**config.mk**
```make
export PLATFORM = sky130hd
export DESIGN_NAME = byte_striping
export DESIGN_NICKNAME = d
export VERILOG_FILES = /design/src/rtl/byte_striping_pkg.sv /design/src/rtl/byte_striping_lane_reg.sv /design/src/rtl/byte_striping.sv
export SDC_FILE = /design/constraint.sdc
export NUM_CORES = 1
export LEC_CHECK = 0
export ABC_AREA = 0
export CAP_MARGIN = 20
export CELL_PAD_IN_SITES_DETAIL_PLACEMENT = 1
export CELL_PAD_IN_SITES_GLOBAL_PLACEMENT = 1
export CORE_MARGIN = 5
export CORE_UTILIZATION = 39
export DETAILED_ROUTE_END_ITERATION = 10
export GPL_ROUTABILITY_DRIVEN = 0
export GPL_TIMING_DRIVEN = 0
export HOLD_SLACK_MARGIN = 0.1
export PLACE_DENSITY = 0.9
export SLEW_MARGIN = 20
export SYNTH_ARGS = -nofsm -noshare
export SYNTH_HDL_FRONTEND = slang
export SYNTH_SLANG_ARGS = --single-unit
```
**constraint.sdc**
```tcl
create_clock -name clk_2f -period 4.1 [get_ports clk_2f]
set_clock_uncertainty 0.2 [all_clocks]
set_input_delay 0.82 -clock clk_2f [delete_from_list [all_inputs] [get_ports clk_2f]]
set_output_delay 0.82 -clock clk_2f [all_outputs]
set_load 0.005 [all_outputs]
```
**src/rtl/byte_striping_pkg.sv**
```systemverilog
// Shared PHY byte-lane definitions used by the striper and the unstriper's idle check.
package byte_striping_pkg;

  localparam int              PHY_DATA_WIDTH = 8;
  localparam logic [7:0]      PHY_IDLE_BYTE  = 8'h00;
  localparam int              PHY_CNT_WIDTH  = 16;

  typedef enum logic {
    LANE0 = 1'b0,
    LANE1 = 1'b1
  } lane_e;

endpackage

```
**src/rtl/byte_striping_lane_reg.sv**
```systemverilog
// One output lane: registered byte/valid, idle fill on invalid writes, saturating byte counter.
// Updates only on edges where i_wr_en is set; otherwise everything holds.
module byte_striping_lane_reg
  import byte_striping_pkg::*;
#(
  parameter int                    DATA_WIDTH = PHY_DATA_WIDTH,
  parameter logic [DATA_WIDTH-1:0] IDLE_BYTE  = DATA_WIDTH'(PHY_IDLE_BYTE),
  parameter int                    CNT_WIDTH  = PHY_CNT_WIDTH
) (
  input  logic                  i_clk_2f,
  input  logic                  i_rst,
  input  logic                  i_wr_en,
  input  logic [DATA_WIDTH-1:0] i_dat,
  input  logic                  i_vld,
  output logic [DATA_WIDTH-1:0] o_dat,
  output logic                  o_vld,
  output logic [CNT_WIDTH-1:0]  o_cnt
);

  logic [DATA_WIDTH-1:0] r_dat;
  logic                  r_vld;
  logic [CNT_WIDTH-1:0]  r_cnt;
  logic                  w_cnt_max;

  assign w_cnt_max = (r_cnt == {CNT_WIDTH{1'b1}});

  always_ff @(posedge i_clk_2f or posedge i_rst) begin
    if (i_rst) begin
      r_dat <= '0;
      r_vld <= 1'b0;
      r_cnt <= '0;
    end else if (i_wr_en) begin
      r_vld <= i_vld;
      r_dat <= i_vld ? i_dat : IDLE_BYTE;
      // Counter sticks at all-ones so debug reads never see a wrapped value.
      if (i_vld && !w_cnt_max)
        r_cnt <= r_cnt + CNT_WIDTH'(1);
    end
  end

  assign o_dat = r_dat;
  assign o_vld = r_vld;
  assign o_cnt = r_cnt;

endmodule

```
**src/rtl/byte_striping.sv**
```systemverilog
// Splits one byte stream onto two lanes (lane 0 first), 1 cycle latency, no backpressure.
// PACK=0 alternates lanes every slot; PACK=1 alternates only on valid bytes.
module byte_striping
  import byte_striping_pkg::*;
#(
  parameter int                    DATA_WIDTH = PHY_DATA_WIDTH,
  parameter logic [DATA_WIDTH-1:0] IDLE_BYTE  = DATA_WIDTH'(PHY_IDLE_BYTE),
  parameter int                    PACK       = 0,
  parameter int                    CNT_WIDTH  = PHY_CNT_WIDTH
) (
  input  logic                  clk_2f,
  input  logic                  reset,
  input  logic [DATA_WIDTH-1:0] data_in,
  input  logic                  valid_in,
  output logic [DATA_WIDTH-1:0] lane_0,
  output logic [DATA_WIDTH-1:0] lane_1,
  output logic                  valid_0,
  output logic                  valid_1,
  output logic                  sel,
  output logic [CNT_WIDTH-1:0]  lane_cnt_0,
  output logic [CNT_WIDTH-1:0]  lane_cnt_1
);

  logic r_sel;
  logic w_sel_nxt;
  logic w_wr_en_0;
  logic w_wr_en_1;

  always_comb begin
    w_sel_nxt = r_sel;
    if ((PACK == 0) || valid_in)
      w_sel_nxt = ~r_sel;
  end

  always_ff @(posedge clk_2f or posedge reset) begin
    if (reset)
      r_sel <= LANE0;
    else
      r_sel <= w_sel_nxt;
  end

  assign w_wr_en_0 = (r_sel == LANE0);
  assign w_wr_en_1 = (r_sel == LANE1);

  byte_striping_lane_reg #(
    .DATA_WIDTH (DATA_WIDTH),
    .IDLE_BYTE  (IDLE_BYTE),
    .CNT_WIDTH  (CNT_WIDTH)
  ) u_lane_0 (
    .i_clk_2f (clk_2f),
    .i_rst    (reset),
    .i_wr_en  (w_wr_en_0),
    .i_dat    (data_in),
    .i_vld    (valid_in),
    .o_dat    (lane_0),
    .o_vld    (valid_0),
    .o_cnt    (lane_cnt_0)
  );

  byte_striping_lane_reg #(
    .DATA_WIDTH (DATA_WIDTH),
    .IDLE_BYTE  (IDLE_BYTE),
    .CNT_WIDTH  (CNT_WIDTH)
  ) u_lane_1 (
    .i_clk_2f (clk_2f),
    .i_rst    (reset),
    .i_wr_en  (w_wr_en_1),
    .i_dat    (data_in),
    .i_vld    (valid_in),
    .o_dat    (lane_1),
    .o_vld    (valid_1),
    .o_cnt    (lane_cnt_1)
  );

  assign sel = r_sel;

endmodule

```
Word-level counts from Yosys, hierarchy flattened
Cells that the tools add are included.
- flip-flop bits (word level): 51
- add/subtract/negate cells: 2
- equality and inequality tests: 2
- multiplexer cells: 1
- bitwise operators: 1
- reductions and logical operators: 6
- operators with widths (cell ; count):
    $add A16 B1 Y16 const B ; 2
    $eq A16 B16 Y1 const B ; 2
    $mux W8 ; 1
    $reduce_and A2 Y1 ; 2
    $logic_and A1 B1 Y1 ; 2
    $logic_not A1 Y1 ; 2
    $not A1 Y1 ; 1

Depth between registers and ports, before layout
Gate-level depths: netlist of run 1.
- word-level depth: 4
- gate-level depth with buffers: 5
- mapped depth without buffers: 5

Cells and area by module
Synthesis of run 1 repeated with hierarchy kept, for this count alone.
- cells, all modules: 237
- area, all modules: 2396.0 um^2
- by module, submodules not included (module ; instances ; cells an instance ; area each (um^2)):
    byte_striping_lane_reg at u_lane_0 ; 1 ; 118 ; 1188.6
    byte_striping_lane_reg at u_lane_1 ; 1 ; 116 ; 1174.9
    byte_striping ; 1 ; 3 ; 32.5

Least setup slack after synthesis of run 1
Ideal clock, no wire load.
- path kind: input to register
- from: input valid_in
- to: register u_lane_0.r_cnt[5] (netlist: u_lane_0.o_cnt[5])
- data arrival time: 1.849 ns
- required time: 3.773 ns
- setup slack: 1.924 ns
- cell stages on the path: 5
- buffers on the path: 1
- cells stage by stage: buf_2 > nor2b_1 > o41ai_2 > or3_1 > xnor2_1
- word-level cells in the longest chain between the ends: 2
- ends and longest elaborated chain (item ; RTL line ; RTL):
    start, declared ; byte_striping.sv:14 ; input logic valid_in,
    $logic_and A1 B1 Y1 ; byte_striping_lane_reg.sv:36 ; if (i_vld && !w_cnt_max)
    $reduce_and A2 Y1 (no source line) ; n/a ;
    end signal, assigned ; byte_striping_lane_reg.sv:37 ; r_cnt <= r_cnt + CNT_WIDTH'(1);
    end, declared ; byte_striping_lane_reg.sv:22 ; logic [CNT_WIDTH-1:0] r_cnt;
No other way between the ends.
A chain may end at the register's enable or synchronous reset.

Worst setup path after layout of run 1
Same ends and word-level chain as after synthesis.

==> results summary, run 1 <==
The path class of the tightest hold or removal check is reg -> reg. Setup repair after global routing left no endpoint under its margin. The synthesis-stage register bit count is 51. The post-synthesis share of cell area spent on xor and xnor gates is 11.2%. The core footprint came out at 5570 um^2. The pin count of the biggest net entering global routing is 34.

The post-CTS setup buffer count came out at 0. The TritonCTS buffer count is 5. The fraction of the mapped netlist area in adder cells came out at 1.10%. The most frequently used flop master after synthesis is sky130_fd_sc_hd__dfrtp_1.

The worst setup path is launched from an input port. The y dimension of the die came out at 86.2 um. The H-tree generated during clock tree synthesis spans 2 levels. The latest clock arrival within the worst-skew pair came out at 0.30 ns. The most common library cell in the layout ignoring fill and taps is sky130_fd_sc_hd__clkdlybuf4s50_1. The layout has 613 filler cells.

CTS placed an instance of sky130_fd_sc_hd__clkbuf_8 at the clock tree root. Across the VDD grid, the largest voltage drop is 0.296 mV. The number of library cell types mapped by synthesis is 33. In this run the remaining antenna-violating nets after routing total 0. The standby leakage power came out at 0.00136 uW. No sink is reached through more buffers than the 2 on the longest clock path. The first-pass iteration count of the detailed router came out at 4. For the worst setup path, the data required time is 4.09 ns.

Relative to the synthesized area, the layout overhead comes to 35.5%. The area of the mapped netlist is 2270 um^2. In this run, the number of DRC markers left after iteration 0 of detailed routing was 58. The post-layout net count came out at 295. The horizontal die dimension came out at 86.2 um. For this run, the top clock speed supported by timing is 387 MHz. Once the floorplan was initialized, standard cells occupied 40.7% of the core. Of the total synthesized cell area, the portion taken by AND, OR, NAND and NOR gates is 23.5%. The wire length of the first global-routing pass came out at 9740 um. The run finished with clean final reports.

The maximum fanout count along the critical path came out at 10. The area of the die is 7430 um^2. For this run the aggregate overflow at the end of global routing stands at 0.

The critical-path cell with the highest stage delay is sky130_fd_sc_hd__clkdlybuf4s50_1. The final routed wire length divided by cell count is 15.9 um. The endpoint arrival time on the critical path came out at 2.57 ns. Global routing used 16.3% of the available tracks. The clock transition at the registers of the reported paths came out at 0.09 ns.

The number of cells in the finished layout apart from fillers came out at 355. 62 I/O pins were placed. Setup violations remaining at the end of the flow were counted as 0. The number of max-cap violations came out at 0.

The number of global-route vias before repair came out at 1956. The actual slew at the worst max-slew pin came out at 0.620 ns. Sequential cells were found to cover 56.3% of the synthesized design area. The total number of clock tree sinks is 51. The complex-gate fraction of the synthesized area is 5.63%. The top cell types in the final layout, fill and taps aside, are sky130_fd_sc_hd__clkdlybuf4s50_1, sky130_fd_sc_hd__dfrtp_1, sky130_fd_sc_hd__nand2_1. The detail-routed via count per cell came out at 5.14.

The floorplan row count is 27. The delay of the slowest critical-path stage is 0.50 ns. The final wirelength is 5660 um.

The initial antenna violation count came out at 0. The post-route DRC violation count is 0. The mux contribution to synthesized area came out at 0.497%.

The synthesized net count came out at 226. The critical path goes through clkdlybuf4s50_1, buf_2, nor2b_1, o41ai_2, or3_1, xnor2_1. The quantity of I/O buffers inserted on ports came out at 61. Detailed placement ended at an HPWL of 4320 um.

The buffers plus inverters on the worst setup path came out at 2. TritonCTS built the clock tree. The number of enable flip-flop cells after synthesis came out at 0. The family of cells with the greatest summed delay on the critical path is buffers and inverters. The post-cts resize count is 0. The quantity of hold-fixing buffers added after cts is 0.

The ratio of final minimum period to clock period came out at 63.0%. The synthesized instance count is 213. The power density normalized to cell area came out at 398 nW/um^2.

The clock period minus final worst setup slack is 2.58 ns. The worst setup path is captured at a flip-flop. The Yosys warning count is 0. The max-slew headroom at the worst pin came out at 58.2%. The mean cell area of the mapped netlist came out at 10.6 um^2.

Counting tap cells, the placed design contains a total of 347 instances. For this run, the share of the core covered by cells in the final layout is 55.1%. The total inserted antenna cells came out at 0. The number of vias in the routed layout came out at 1826.

The proportion of synthesized flip-flops having asynchronous set or reset is 100%. The final hold violation count was 0. The critical path is of the in -> reg type. By area, the combinational part of the netlist is dominated by simple AND/OR/NAND/NOR gates. The post-route netlist has 7.42% of its cells at a drive strength greater than 1. The accumulated negative setup slack is 0 ns.

The final count of pins violating max slew came out at 0.
[worst register-to-register path, cell delays in order (launching register included)]
cell	delay, ns
sky130_fd_sc_hd__dfrtp_1	0.44
sky130_fd_sc_hd__ha_1	0.23
sky130_fd_sc_hd__nand4_1	0.24
sky130_fd_sc_hd__nor4_4	0.57
sky130_fd_sc_hd__nor2_1	0.13
sky130_fd_sc_hd__mux2_1	0.33
[cells in the mapped netlist, types with 2 or more instances]
| cell | number | share of area [%] |
|---|---|---|
| sky130_fd_sc_hd__dfrtp_1 | 51 | 56 |
| sky130_fd_sc_hd__nand2_1 | 40 | 6.6 |
| sky130_fd_sc_hd__xor2_1 | 21 | 8.1 |
| sky130_fd_sc_hd__o21ai_0 | 17 | 3.8 |
| sky130_fd_sc_hd__nor3_1 | 11 | 2.4 |
| sky130_fd_sc_hd__nand3_1 | 10 | 2.2 |
| sky130_fd_sc_hd__nor2_1 | 8 | 1.3 |
| sky130_fd_sc_hd__xnor2_1 | 8 | 3.1 |
| sky130_fd_sc_hd__nand4_1 | 7 | 1.9 |
| sky130_fd_sc_hd__inv_1 | 6 | 0.99 |
| sky130_fd_sc_hd__nor4_1 | 6 | 1.7 |
| sky130_fd_sc_hd__clkbuf_1 | 2 | 0.33 |
| sky130_fd_sc_hd__ha_1 | 2 | 1.1 |
| sky130_fd_sc_hd__nand4_2 | 2 | 1.1 |
| sky130_fd_sc_hd__o31ai_1 | 2 | 0.66 |
| sky130_fd_sc_hd__or2_1 | 2 | 0.55 |
| sky130_fd_sc_hd__or4_4 | 2 | 0.99 |
[state kept, by name, summed over array words and instances (netlist names)]
register and cells:
sel 1, u_lane_1.o_dat 8, u_lane_0.o_dat 8, u_lane_0.o_cnt 16, u_lane_1.o_cnt 16, u_lane_1.o_vld 1
u_lane_0.o_vld 1
[final timing paths]
path | start | to | slack, ns | cells past startpoint
min in group asynchronous | reset | u_lane_0.o_cnt[10] | 0.63 | 2
max in group asynchronous | reset | u_lane_1.o_cnt[2] | 2.55 | 3
setup / recovery | valid_in | u_lane_0.o_cnt[5] | 1.52 | 6
hold reg to reg | u_lane_0.o_dat[7] | u_lane_0.o_dat[7] | 0.30 | 2
hold / removal | u_lane_0.o_dat[7] | u_lane_0.o_dat[7] | 0.30 | 2
setup reg to reg | u_lane_1.o_cnt[0] | u_lane_1.o_cnt[1] | 1.86 | 5
[power by group]
group          internal [uW]  total [uW]  switching (uW)
logic                    178         278            99.7
clock network            117         278             161
registers                571         668            96.7
total                    866        1220             357
[metal layers]
layer  up-vias  track usage (%)  part of all wire (%)  wire, um
met5         -                0                     0         0
met2        40             27.3                    50      2820
met1       902             21.7                    44      2510
li1        878                -                     -         -
met4         0             3.40                  0.76        43
met3         6             3.80                   4.8       273
[stage by stage]
stage	instance area, um^2	total power, uW	setup slack [ns]	hold WS (ns)
after floorplan	2270	766	1.85	0.273
after global placement	2970	943	0.868	0.267
after detailed placement	2990	960	1.21	0.272
after CTS	3070	1250	1.52	0.296
after global routing	3070	1300	1.35	0.331
final	3070	1220	1.52	0.296
[kinds of logic (layout without fill, tap and decap cells)]
kind of cell | Yosys count | in the layout
xor gates and xnor gates | 29 | 29
muxes | 1 | 1
adders and majority gates | 2 | 2
buffers and inverters | 10 | 80
DFF | 51 | 51
and+or+nand+nor | 99 | 99
AOI/OAI and AO/OA | 21 | 21
[final cells by class]
cell class	instances	area [um^2]	area share, %
Buffer	4	16.3	0.530
Sequential cell	51	1280	41.6
Inverter	6	22.5	0.733
Clock inverter	3	15.0	0.489
Tap cell	72	90.1	2.93
Timing Repair Buffer	62	631	20.5
Multi-Input combinational cell	152	951	31.0
Clock buffer	5	68.8	2.24
Note: power is estimated with default switching activity, not from simulation.
==> run 2: changes to the inputs <==
--- a/config.mk
+++ b/config.mk
@@ -10,12 +10,12 @@
 export CELL_PAD_IN_SITES_DETAIL_PLACEMENT = 1
 export CELL_PAD_IN_SITES_GLOBAL_PLACEMENT = 1
 export CORE_MARGIN = 5
-export CORE_UTILIZATION = 39
+export CORE_UTILIZATION = 36
 export DETAILED_ROUTE_END_ITERATION = 10
 export GPL_ROUTABILITY_DRIVEN = 0
 export GPL_TIMING_DRIVEN = 0
 export HOLD_SLACK_MARGIN = 0.1
-export PLACE_DENSITY = 0.9
+export PLACE_DENSITY = 0.84
 export SLEW_MARGIN = 20
 export SYNTH_ARGS = -nofsm -noshare
 export SYNTH_HDL_FRONTEND = slang
==> constraint.sdc (replaced) <==
create_clock -name clk_2f -period 2.4 [get_ports clk_2f]
set_clock_uncertainty 0.2 [all_clocks]
set_input_delay 0.48 -clock clk_2f [delete_from_list [all_inputs] [get_ports clk_2f]]
set_output_delay 0.48 -clock clk_2f [all_outputs]
set_load 0.005 [all_outputs]
==> results summary, run 2 (same netlist as run 1, synthesis figures left out) <==
The run finished with clean final reports. The y dimension of the die came out at 89.3 um. The top cell types in the final layout, fill and taps aside, are sky130_fd_sc_hd__clkdlybuf4s50_1, sky130_fd_sc_hd__dfrtp_1, sky130_fd_sc_hd__nand2_1. The final hold violation count came to 0. The TritonCTS buffer count came out at 5. The number of antenna diodes in the final layout is 0. The critical path is of the in -> reg type. The initial antenna violation count came out at 0. In the finished design, the share of the clock period the worst path needs comes to 93.6%. The final layout contains 295 nets. After detailed routing, the number of remaining DRC violations is 0.

The peak supply drop is 0.380 mV. The layout-stage area growth over the synthesis result is 36.7%. The kind of start point of the critical path is an input port. The accumulated negative setup slack is 0 ns. The wire length on met1 came out at 2720 um. The initial core utilization came out at 36.3%. 62 I/O pins were placed. The total number of clock tree sinks came out at 51. In this run the remaining antenna-violating nets after routing total 0. The tool flagged a number of max-cap violations equal to 0. Wire segments on met3 add up to 261 um in the final route. The proportion of layout cells with a drive suffix above 1 is 7.42%. Combinational cells account for 22.2% of the total power.

In the final routed layout, each cell accounts on average for 16.4 um. The final standard cell area without fillers is 3100 um^2. The timing-limited maximum frequency came out at 445 MHz. TritonCTS built the clock tree. The overflow left after global routing is 0.

The first detailed-routing pass took 4 iterations. On the worst path, the slowest cell contributes a delay of 0.53 ns. Setup repair after global routing left no endpoint under its margin. The routed layout has 1830 vias. The final count of pins violating max slew is 0. The quantity of I/O buffers inserted on ports is 61.

The floorplan row count is 29. The first global-routing pass estimated 10000 um of wire. The final layout contains routed wiring with a total length of 5900 um. The final core area utilization came out at 49.6%.

The clock network is responsible for 24.6% of the overall power. The detailed router finished its first iteration with 51 violations. Leaving out fill and tap cells, the most frequent cell in the layout is sky130_fd_sc_hd__clkdlybuf4s50_1.

After clock tree synthesis, the clock-pin slew on the worst setup and hold paths is 0.08 ns. The signal on the critical path passes through clkdlybuf4s50_1, clkbuf_4, nor2b_2, o41ai_2, or3_1, xnor2_1. For the pin with the worst max-slew slack, the measured transition is 0.750 ns.

The core footprint is 6240 um^2. Summed over all cells, the static leakage comes to 0.00136 uW. The critical path starts at valid_in. The latest clock arrival within the worst-skew pair came out at 0.30 ns. The longest clock path from root to sink contains 2 buffers. The total half-perimeter wirelength after legalization and detailed placement came out at 4340 um. The post-CTS setup buffer count came out at 0. The highest layer used for signal routing is met4. The switching power is 608 uW.

Entering global routing, the biggest net connects 32 pins. The detail-routed via count per cell is 5.08. After detailed placement, the total cell area comes to 2990 um^2. The internal portion of the total power is 1540 uW.

The number of global-route vias before repair is 2004. Setup violations remaining at the end of the flow were counted as 0. The power density normalized to cell area is 694 nW/um^2. The worst register-to-register path begins at u_lane_0.o_cnt[8]. In this run the worst path has a maximum fanout of 10.

The min-delay analysis places its worst path in the category reg -> reg. The horizontal die dimension came out at 89.3 um. The area of the die came out at 7980 um^2.

The share of total power dissipated in sequential elements is 53.2%. The startpoint of the tightest hold check path is u_lane_0.o_dat[4]. At the worst endpoint, the arrival time is 2.23 ns. The max-slew headroom at the worst pin is 49.4%. The tree is rooted in a sky130_fd_sc_hd__clkbuf_8. The routed length on met2 came out at 2830 um. The critical-path cell with the highest stage delay is sky130_fd_sc_hd__clkdlybuf4s50_1. The clock period minus final worst setup slack came out at 2.25 ns. Global routing used 16.2% of the available tracks. The number of cells in the finished layout apart from fillers is 360. The required arrival time at the worst endpoint came out at 2.38 ns. The H-tree was split into 2 levels. The worst setup path is captured at a flip-flop. The switching power as a share of total power is 28.2%. The cell total after placement is 352.
run 2: layer usage:
metal / up-vias / GRT usage (%)
met5: - / 0
met4: 0 / 5.82
met2: 49 / 26.0
met1: 897 / 22.1
li1: 875 / -
met3: 9 / 2.86
run 2: what timing repair did:
item | in CTS | in global routing
endpoints found under the setup margin | 0 | 3
hold buffers | 0 | 0
resized for setup | 0 | 2
endpoints found under the hold margin | 0 | 0
run 2: cell type report:
type	instances	area [um^2]
Clock buffer	8	100
Buffer	4	18.8
Inverter	6	22.5
Multi-Input combinational cell	152	953
Sequential cell	51	1280
Timing Repair Buffer	62	631
Fill cell	695	3140
Tap cell	77	96.3
run 2: worst max-delay path: cells and delay by family:
family                 cells  cell delay (ns)
XOR/XNOR                   1             0.13
AO/OA/AOI/OAI              1             0.20
buffers and inverters      2             0.77
AND/OR/NAND/NOR            2             0.65
run 2: path summary, 6_finish.rpt:
path | endpoint | slack, ns | cells past startpoint
hold / removal | u_lane_0.o_dat[4] | 0.30 | 2
setup reg to reg | u_lane_0.o_cnt[9] | 0.21 | 4
max in group asynchronous | u_lane_0.o_cnt[0] | 1.17 | 3
min in group asynchronous | u_lane_0.o_dat[0] | 0.31 | 2
setup / recovery | u_lane_0.o_cnt[5] | 0.15 | 6
hold reg to reg | u_lane_0.o_dat[4] | 0.30 | 2
run 2: power by group through the flow:
| stage | Sequential, uW | Combinational (uW) | Clock, uW |
|---|---|---|---|
| after floorplan | 1140 | 173 | 0 |
| after global placement | 1150 | 463 | 0 |
| after detailed placement | 1160 | 488 | 0 |
| after CTS | 1150 | 491 | 552 |
| after global routing | 1170 | 537 | 585 |
| final | 1140 | 478 | 530 |
run 2: metrics by stage:
step	worst slack [ns]	hold WS (ns)	total power (uW)
global placement	-0.518	0.268	1620
floorplan	0.402	0.273	1310
finish	0.154	0.296	2150
global route	0.0296	0.325	2290
detailed placement	-0.257	0.274	1650
CTS	0.0148	0.296	2190
==> run 3: changes to the inputs <==
--- a/config.mk
+++ b/config.mk
@@ -15,7 +15,7 @@
 export GPL_ROUTABILITY_DRIVEN = 0
 export GPL_TIMING_DRIVEN = 0
 export HOLD_SLACK_MARGIN = 0.1
-export PLACE_DENSITY = 0.84
+export PLACE_DENSITY = 0.76
 export SLEW_MARGIN = 20
 export SYNTH_ARGS = -nofsm -noshare
 export SYNTH_HDL_FRONTEND = slang
==> results summary, run 3 (same netlist as run 1, synthesis figures left out) <==
The run finished with clean final reports. In the final design database the tool counted 295 nets. The cell sitting at the root of the clock tree is a sky130_fd_sc_hd__clkbuf_8. The overall fraction of global-route tracks in use came out at 15.3%. The combinational fraction of design power is 21.8%.

The final wirelength came out at 5610 um. Entering global routing, the biggest net connects 30 pins. Along the worst hold path, the cell count comes to 1.

The final hold violation count is 0. The delay of the slowest critical-path stage came out at 0.50 ns. The power density normalized to cell area came out at 691 nW/um^2. IR analysis of the VDD net gives a maximum drop of 0.585 mV. The switching power came out at 602 uW.

The total inserted antenna cells is 0. The switching power as a share of total power came out at 28.1%. The wire-length estimate of the detail-placed layout is 4240 um.

The layout-stage area growth over the synthesis result came out at 36.9%. The capture instance of the worst register-to-register path is u_lane_1.o_cnt[1]. In this run, the clock network consumes 25.0% of the power. Summed over all layers, the global routing overflow is 0. The critical-path cell with the highest stage delay is sky130_fd_sc_hd__clkdlybuf4s50_1. The worst hold path begins at u_lane_1.o_cnt[12]. The detail-routed via count per cell is 5.06. The required arrival time at the worst endpoint is 2.39 ns. For this design the static power due to leakage is 0.00136 uW. The endpoint arrival time on the critical path is 2.18 ns. The total number of clock tree sinks is 51. The number of endpoints failing setup at the final stage came out at 0. The quantity of I/O buffers inserted on ports is 61. Row generation in the floorplan step produced 29 rows.

The design internal power came out at 1540 uW. The final-layout fill cell count is 699. In this run, the number of DRC markers left after iteration 0 of detailed routing was 30. The reg2reg setup slack came out at 0.30 ns.

Timing would allow up to 455 MHz. The cell depth of the worst flop-to-flop path came out at 5. The clock transition at the registers of the reported paths is 0.09 ns. The number of global-route vias before repair came out at 1886. The completed layout was analyzed and its total power is 2140 uW.

Setup repair after global routing left no endpoint under its margin. The quantity of hold-fixing buffers added after cts is 0. Summing over every cut layer, the via total after detailed routing is 1822.

The core region is 6240 um^2. The actual slew at the worst max-slew pin is 0.676 ns. The sequential cell fraction of total power is 53.2%. The final routed wire length divided by cell count is 15.6 um. The multi-input gate area in the final layout came out at 953 um^2.

The y dimension of the die came out at 89.3 um. The post-route DRC violation count is 0. The pre-antenna-repair detailed-routing pass consisted of 4 iterations. The horizontal die dimension is 89.3 um. The wire length of the first global-routing pass is 9400 um. The worst setup path is captured at a flip-flop. The proportion of layout cells with a drive suffix above 1 is 7.42%. The path class of the tightest hold or removal check is reg -> reg. The top cell types in the final layout, fill and taps aside, are sky130_fd_sc_hd__clkdlybuf4s50_1, sky130_fd_sc_hd__dfrtp_1, sky130_fd_sc_hd__nand2_1. The kind of cell with the highest combined delay along the critical path is buffers and inverters. The number of max-cap violations is 0.

After clock tree synthesis, the setup repair step added 0 buffers. The detail route stage leaves a number of antenna-violating nets equal to 0. The number of top-level design ports is 62.

For this configuration, the core starts out at a cell density of 36.3%. Leaving out fill and tap cells, the most frequent cell in the layout is sky130_fd_sc_hd__clkdlybuf4s50_1. The ratio of final minimum period to clock period is 91.5%.

The latest clock arrival within the worst-skew pair came out at 0.30 ns. Along the worst path, the maximum fanout reaches 10. The end point of the worst hold path is u_lane_1.o_cnt[12].

The worst pin sits at a relative slew slack of 54.4%. The area of the die is 7980 um^2. The final count of pins violating max slew came out at 0.

The worst setup path is launched from an input port. The setup path with the least slack is of type in -> reg. The accumulated negative setup slack is 0 ns. The startpoint identified for the worst register-to-register timing path is u_lane_1.o_cnt[0]. The clock period could shrink to 2.20 ns. Clock tree synthesis inserted a total of 5 buffers.

The H-tree was split into 2 levels. The buffer depth of the longest clock path is 2. The buffers plus inverters on the worst setup path came out at 2. The flip-flop and latch area came out at 1280 um^2. The initial antenna violation count came to 0. TritonCTS built the clock tree.

Traced cell by cell, the critical path runs through clkdlybuf4s50_1, buf_2, nor2b_2, o41ai_2, or3_1, xnor2_1.
## run 3: cell count changes in the layout (fill, tap and decap cells not counted)
cell,previous run,this run
sky130_fd_sc_hd__buf_2,0,1
sky130_fd_sc_hd__clkbuf_4,1,0
sky130_fd_sc_hd__buf_12,1,0
sky130_fd_sc_hd__buf_16,0,1
## run 3: how the worst max path moves through the flow
stage | start | end | slack (ns) | depth (start not counted)
after floorplan | u_lane_1.o_cnt[0] | u_lane_1.o_cnt[1] | 0.40 | 5
after CTS | valid_in | u_lane_0.o_cnt[5] | 0.07 | 6
after global routing | valid_in | u_lane_0.o_cnt[5] | 0.10 | 6
final | valid_in | u_lane_0.o_cnt[5] | 0.20 | 6
after global placement | reset | u_lane_1.o_dat[5] | -0.52 | 2
after detailed placement | valid_in | u_lane_0.o_cnt[5] | -0.25 | 6
## run 3: what timing repair did
| action | in CTS | in global routing |
|---|---|---|
| endpoints found under the hold margin | 0 | 0 |
| resized for setup | 0 | 1 |
| setup endpoints to repair | 0 | 2 |
## run 3: power by group through the flow
stage | combinational [uW] | sequential (uW) | clock, uW
after floorplan | 173 | 1140 | 0
after global placement | 462 | 1160 | 0
after detailed placement | 478 | 1160 | 0
after CTS | 480 | 1140 | 558
after global routing | 520 | 1170 | 600
final | 468 | 1140 | 536
## run 3: per-layer routing
metal | global-route usage [%] | vias to the layer above | wire length [um]
met5 | 0 | - | 0
met4 | 3.79 | 0 | 46
met3 | 4.61 | 6 | 373
met2 | 24.8 | 51 | 2690
met1 | 20.0 | 893 | 2500
li1 | - | 872 | -
## run 3: layout make-up
class | instances | share of cell area (%)
sequential | 51 | 41.1
multi-input combinational | 152 | 30.7
timing repair buffer | 62 | 20.6
clock buffer | 8 | 3.23
tap | 77 | 3.10
inverter | 6 | 0.726
buffer | 4 | 0.524
## run 3: stage by stage
| step | setup WS, ns | instances | hold WS, ns | util (%) | instance area [um^2] |
|---|---|---|---|---|---|
| 6_report | 0.203 | 360 | 0.295 | 49.7 | 3100 |
| 5_1_grt | 0.102 | 360 | 0.310 | 49.7 | 3100 |
| 4_1_cts | 0.0727 | 360 | 0.298 | 49.7 | 3100 |
| 3_5_place_dp | -0.249 | 352 | 0.276 | 48.1 | 3000 |
| 3_3_place_gp | -0.518 | 351 | 0.271 | 47.6 | 2970 |
| 2_1_floorplan | 0.402 | 213 | 0.273 | - | 2270 |
